[src/rtl/usb_page_streamer_if.sv]
// Read-port and bulk-IN stream signals between the page buffer, the streamer
// and the endpoint transmitter. master = streamer side.
interface usb_page_streamer_if #(
  parameter int ADDR_W = 6
) ();
  logic              rd_empty;
  logic [ADDR_W-1:0] rd_addr;
  logic [7:0]        rd_data;
  logic              rd_pull;
  logic [7:0]        tx_data;
  logic              tx_valid;
  logic              tx_last;
  logic              tx_ready;

  modport master (
    input  rd_empty, rd_data, tx_ready,
    output rd_addr, rd_pull, tx_data, tx_valid, tx_last
  );

  modport slave (
    output rd_empty, rd_data, tx_ready,
    input  rd_addr, rd_pull, tx_data, tx_valid, tx_last
  );
endinterface

[src/rtl/usb_page_streamer.sv]
// Streams one committed page from the buffer's registered read port onto a
// valid/ready byte stream, then pulses rd_pull to hand the page back.
module usb_page_streamer #(
  parameter int ADDR_W = 6,
  parameter int CNT_W  = 16
) (
  input  logic                 clk,
  input  logic                 rst_n,
  input  logic                 en,
  usb_page_streamer_if.master  bus,
  output logic                 busy,
  output logic [CNT_W-1:0]     page_count
);
  typedef enum logic [1:0] {IDLE, STREAM, RELEASE, SETTLE} state_t;

  localparam logic [ADDR_W-1:0] LAST = '1;

  state_t            state, state_nx;
  logic [ADDR_W-1:0] fetch_addr;
  logic [ADDR_W-1:0] sent_cnt;
  logic              fetch_done;
  logic              inflight;
  logic              wptr, rptr;
  logic [1:0]        skid_cnt;
  logic [1:0][7:0]   skid_mem;
  logic              tx_valid;
  logic              pop;
  logic              issue;
  logic [2:0]        occ;

  // Occupancy counts the byte leaving this cycle as already gone, which is
  // what lets a 2-entry skid sustain one byte per cycle.
  always_comb begin
    tx_valid = (state == STREAM) && (skid_cnt != 2'd0);
    pop      = tx_valid && bus.tx_ready;
    occ      = {1'b0, skid_cnt} + {2'b0, inflight};
    issue    = (state == STREAM) && !fetch_done && (occ < (3'd2 + {2'b0, pop}));
  end

  always_ff @(posedge clk) begin
    if (!rst_n) state <= IDLE;
    else        state <= state_nx;
  end

  always_comb begin
    state_nx = state;
    case (state)
      IDLE:    if (en && !bus.rd_empty) state_nx = STREAM;
      STREAM:  if (pop && (sent_cnt == LAST)) state_nx = RELEASE;
      RELEASE: state_nx = SETTLE;
      SETTLE:  state_nx = IDLE;
      default: state_nx = IDLE;
    endcase
  end

  always_ff @(posedge clk) begin
    if (!rst_n) begin
      fetch_addr <= '0;
      fetch_done <= 1'b0;
      sent_cnt   <= '0;
      inflight   <= 1'b0;
      wptr       <= 1'b0;
      rptr       <= 1'b0;
      skid_cnt   <= 2'd0;
      skid_mem   <= '0;
      page_count <= '0;
    end else begin
      inflight <= issue;
      if (state != STREAM) begin
        fetch_addr <= '0;
        fetch_done <= 1'b0;
        sent_cnt   <= '0;
      end else begin
        // Address parks on the last byte; no wrap into the next page.
        if (issue) begin
          if (fetch_addr == LAST) fetch_done <= 1'b1;
          else                    fetch_addr <= fetch_addr + ADDR_W'(1);
        end
        if (pop) sent_cnt <= sent_cnt + ADDR_W'(1);
      end
      if (inflight) begin
        skid_mem[wptr] <= bus.rd_data;
        wptr           <= ~wptr;
      end
      if (pop) rptr <= ~rptr;
      skid_cnt <= skid_cnt + {1'b0, inflight} - {1'b0, pop};
      if (state == RELEASE) page_count <= page_count + CNT_W'(1);
    end
  end

  assign bus.rd_addr  = fetch_addr;
  assign bus.rd_pull  = (state == RELEASE);
  assign bus.tx_valid = tx_valid;
  assign bus.tx_last  = tx_valid && (sent_cnt == LAST);
  assign bus.tx_data  = skid_mem[rptr];
  assign busy         = (state != IDLE);
endmodule

[src/flat_wrapper.sv]
// flat-port wrapper written by rule: the top's interface ports become plain ports
module usb_page_streamer_flat 
#(
  parameter int ADDR_W = 6,
  parameter int CNT_W  = 16
)
  (clk, rst_n, en, busy, page_count, bus_rd_empty, bus_rd_data, bus_tx_ready, bus_rd_addr, bus_rd_pull, bus_tx_data, bus_tx_valid, bus_tx_last);
  usb_page_streamer_if #(.ADDR_W(ADDR_W)) bus_i ();
  input  logic clk;
  input  logic rst_n;
  input  logic en;
  output logic busy;
  output logic [CNT_W-1:0] page_count;
  input wire logic [$bits(bus_i.rd_empty)-1:0] bus_rd_empty;
  input wire logic [$bits(bus_i.rd_data)-1:0] bus_rd_data;
  input wire logic [$bits(bus_i.tx_ready)-1:0] bus_tx_ready;
  output wire logic [$bits(bus_i.rd_addr)-1:0] bus_rd_addr;
  output wire logic [$bits(bus_i.rd_pull)-1:0] bus_rd_pull;
  output wire logic [$bits(bus_i.tx_data)-1:0] bus_tx_data;
  output wire logic [$bits(bus_i.tx_valid)-1:0] bus_tx_valid;
  output wire logic [$bits(bus_i.tx_last)-1:0] bus_tx_last;
  assign bus_i.rd_empty = bus_rd_empty;
  assign bus_i.rd_data = bus_rd_data;
  assign bus_i.tx_ready = bus_tx_ready;
  assign bus_rd_addr = bus_i.rd_addr;
  assign bus_rd_pull = bus_i.rd_pull;
  assign bus_tx_data = bus_i.tx_data;
  assign bus_tx_valid = bus_i.tx_valid;
  assign bus_tx_last = bus_i.tx_last;
  usb_page_streamer #(.ADDR_W(ADDR_W), .CNT_W(CNT_W)) u_core (.clk(clk), .rst_n(rst_n), .en(en), .bus(bus_i), .busy(busy), .page_count(page_count));
endmodule
[config.mk]
export PLATFORM = sky130hd
export DESIGN_NAME = usb_page_streamer_flat
export DESIGN_NICKNAME = d
export VERILOG_FILES = /design/src/rtl/usb_page_streamer_if.sv /design/src/rtl/usb_page_streamer.sv /design/src/flat_wrapper.sv
export SDC_FILE = /design/constraint.sdc
export NUM_CORES = 1
export LEC_CHECK = 0
export ABC_AREA = 1
export CORE_ASPECT_RATIO = 0.75
export CORE_UTILIZATION = 62
export DETAILED_ROUTE_END_ITERATION = 6
export DONT_BUFFER_PORTS = 1
export PLACE_DENSITY = 0.76
export SYNTH_ARGS = -nofsm -noshare
export SYNTH_HDL_FRONTEND = slang
export SYNTH_SLANG_ARGS = --single-unit
[constraint.sdc]
create_clock -name clk -period 2.3 [get_ports clk]
set_input_delay 0.115 -clock clk [delete_from_list [all_inputs] [get_ports clk]]
set_output_delay 0.115 -clock clk [all_outputs]
set_load 0.02 [all_outputs]
==> impl_results.md <==
* WP data required at 2.54 ns
* Remaining DRCs at 0
* Worst-case clock buffer depth at 2
* Routed vias/inst at between 5 and 6
* Remaining global-route overflow at 0
* Cells after synthesis at 362
* Static leakage at 0.001210 uW
* Core box area at 3780 sq um
* IO Count at 47
* Commonest cells after routing, fill and taps aside: 81 x nand2_1, 68 x nor2_1, 52 x dfxtp_1
* Root buffer cell: clkbuf_8
* Most common cell after layout, fill and taps aside: nand2_1
* Finished Layout Cells at 426
* Slew Viols, Final at 0
* Slew headroom at 0.2938
* Syn Area/Cell at roughly 7.0 sq um
* Worst-path clk slew at 0.09 ns
* Worst setup margin at 0.4693 ns
* Dpl hpwl at approximately 3.6 mm
* Synth Flop Type: dfxtp_1
* Total Wirelength at between 5 and 6 mm
* Remaining antenna violation count at 0
* Worst slack, placed at 0.5406 ns
* Largest net degree at the start of global routing at 34
* Wire per inst at roughly 12 um
* Filler cells at between 300 and 400
* CTS tree: built
* Final Power at 2277 uW
* Comb pwr share at 0.288
* Setup_tns at 0 ns
* Post-synth EDFFs at 0
* Nets at 396
* CP Launch Type: flop
* Status: completed
* Crit Path Max Fanout at 6
* Sw frac at 0.3728
* Proportion of power drawn by the clock network at 0.237
* Clock sink count at 52
* Sequential cell area at 1041 sq um
* Diode count at 0
* Switching pwr at 848.8 uW
* Slowest stage cell on the critical path: dfxtp_1
* Clk Latency, worst-skew pair at 0.30 ns
* Final period util at 0.7960
* Synth Warn # at 0
* Pint at 1428 uW
* Total GRT Usage at 0.2656
* Most used cell, CP: ha_1
* Seq pwr share at 0.475
* Die area at 4334 sq um
* Initial core utilization at 0.6680
* Mapped Area at 2525 sq um
* Post-CTS setup buffer count at 0
* Synthesized net count at between 300 and 400
* Initial DRT Pass Iterations at 4
* Max_cap viols at 0
* Initial DRC count at 107
* Post-synth top area cell: dfxtp_1
* Top cells by area, synth: dfxtp_1 41%, nand2_1 12%, nor2_1 10%, inv_1 6.5%, o21ai_0 5.4%
* Yosys top cell area share at 0.4123
* Finish-stage setup viols at 0
* FP Rows at 19
* PwrDens at 828.0 nW/um^2
* Via count at 2231
* Final Core Density at 0.7276
* Worst hold path type: input pin to flop
* Initial antenna violation count at 0
* RePlAce Congestion at a little under 0.8
* Synthesis-to-finish area growth at 8.920%
* Vias in the first global route at between 1.5k and 2k
* #FFs+latches synth at 52
* I/O Buffers at 0
* FMAX at between 500 and 600 MHz
* Kind of critical path: flop to flop
* Final worst path period need at approximately 1.8 ns
* Peak supply drop at ~0.00057 V
* Setup Skew at 0.007597 ns
* Die width at roughly 76 um
* Crit-path max cell delay at 0.37 ns
* Nature of the critical path endpoint: flop
* RSZ-0062 raised after global routing: no
* Crit path cell chain: inv_1 -> ha_1 -> nand2_2 -> nor2_4 -> ha_1 -> inv_1 -> ha_1 -> xnor2_1 -> o21ai_0 -> a21oi_1
* WP data arrival at ~2.1 ns
* Sequential element share of the synthesized area at 0.4123
* Cts bufs inserted at 5
* First-pass GRT wire length at 8.818 mm
* Die height at around 57 um
* Area of the multi-input gates at 1277 sq um
* Library cells used by synthesis at 30
* Share of cells above drive strength 1 at 0.07219
* Cell count after placement at 409
* Final Hold Vio Count at 0
* Least-Margin Pin Slew at roughly 1.1 ns
* FFs w/ async S/R, synth at 0
* H-Tree Depth at 2
## layer usage
layer  track usage  share of wire  vias to the layer above
met5             0              0                        -
met2        0.3929           0.40                       69
met1        0.3770           0.52                      988
met3       0.07067          0.065                       11
li1              -              -                     1163
met4       0.08730          0.016                        0
## final timing paths
| kind | startpoint | endpoint | slack (ns) | cells past startpoint |
|---|---|---|---|---|
| setup / recovery | u_core.state[1]$_SDFFE_PN0P_ | u_core.skid_cnt[1]$_SDFF_PN0_ | 0.47 | 10 |
| hold reg to reg | u_core.sent_cnt[5]$_SDFFE_PP0P_ | u_core.sent_cnt[5]$_SDFFE_PP0P_ | 0.46 | 2 |
| hold / removal | rst_n | u_core.inflight$_SDFF_PN0_ | 0.06 | 2 |
| setup reg to reg | u_core.state[1]$_SDFFE_PN0P_ | u_core.skid_cnt[1]$_SDFF_PN0_ | 0.47 | 10 |
## Yosys cell counts, types with 5 or more instances
cell and instances:
dfxtp_1 52, nand2_1 81, nor2_2 5, o21ai_0 27
nand4_1 5, ha_1 10, nand3_1 15, nor3_1 5
a21oi_1 17, inv_1 44, nor2_1 68
## metrics by stage
step / instance area (sq um) / hold WS [ns]
floorplan: 2525 / 0.2499
global placement: 2567 / 0.2156
detailed placement: 2567 / 0.2182
CTS: 2750 / 0.05183
global route: 2750 / 0.06327
finish: 2750 / 0.06229
## worst max-delay path, delay by kind of cell (launching register included)
kind,cells,cell delay (ns)
fa+ha+maj,3,0.68
flops,1,0.37
compound gates,2,0.26
simple gates,2,0.18
xor+xnor,1,0.17
buf+inv,2,0.12
## power by group through the flow
stage / Sequential (uW) / Combinational (uW) / Clock [uW]
final: 1080 / 656 / 539
after CTS: 1080 / 656 / 552
after global placement: 1100 / 616 / 0
after global routing: 1090 / 747 / 587
after floorplan: 1080 / 525 / 0
after detailed placement: 1100 / 630 / 0
## repair_timing
action	in CTS	in global routing
hold buffers	9	0
gates resized for setup	0	0
setup endpoints to repair	0	0
endpoints found under the hold margin	33	0
## sequential cells by signal (all words and copies together) (netlist names)
name                count
u_core.bus.rd_addr      6
u_core.fetch_done       1
u_core.inflight         1
u_core.page_count      16
u_core.rptr             1
u_core.sent_cnt         6
u_core.skid_cnt         2
u_core.skid_mem        16
u_core.state            2
u_core.wptr             1
## cell type report
| cell class | count | share of cell area |
|---|---|---|
| multi-input cells | 257 | 0.4645 |
| inverters | 47 | 0.06415 |
| repair buffers | 10 | 0.03549 |
| flip-flops and latches | 52 | 0.3785 |
| clock buffers | 6 | 0.03003 |
| well taps | 52 | 0.02366 |
| clock inverters | 2 | 0.003640 |
## logic make-up after synthesis
group           count (synthesis)  synth area share
simple gates                  193            0.3399
buf+inv                        53           0.08176
flops                          52            0.4123
compound gates                 49           0.09910
fa+ha+maj                      10           0.04955
xor+xnor                        5           0.01735
(Power assumes the default switching activity.)
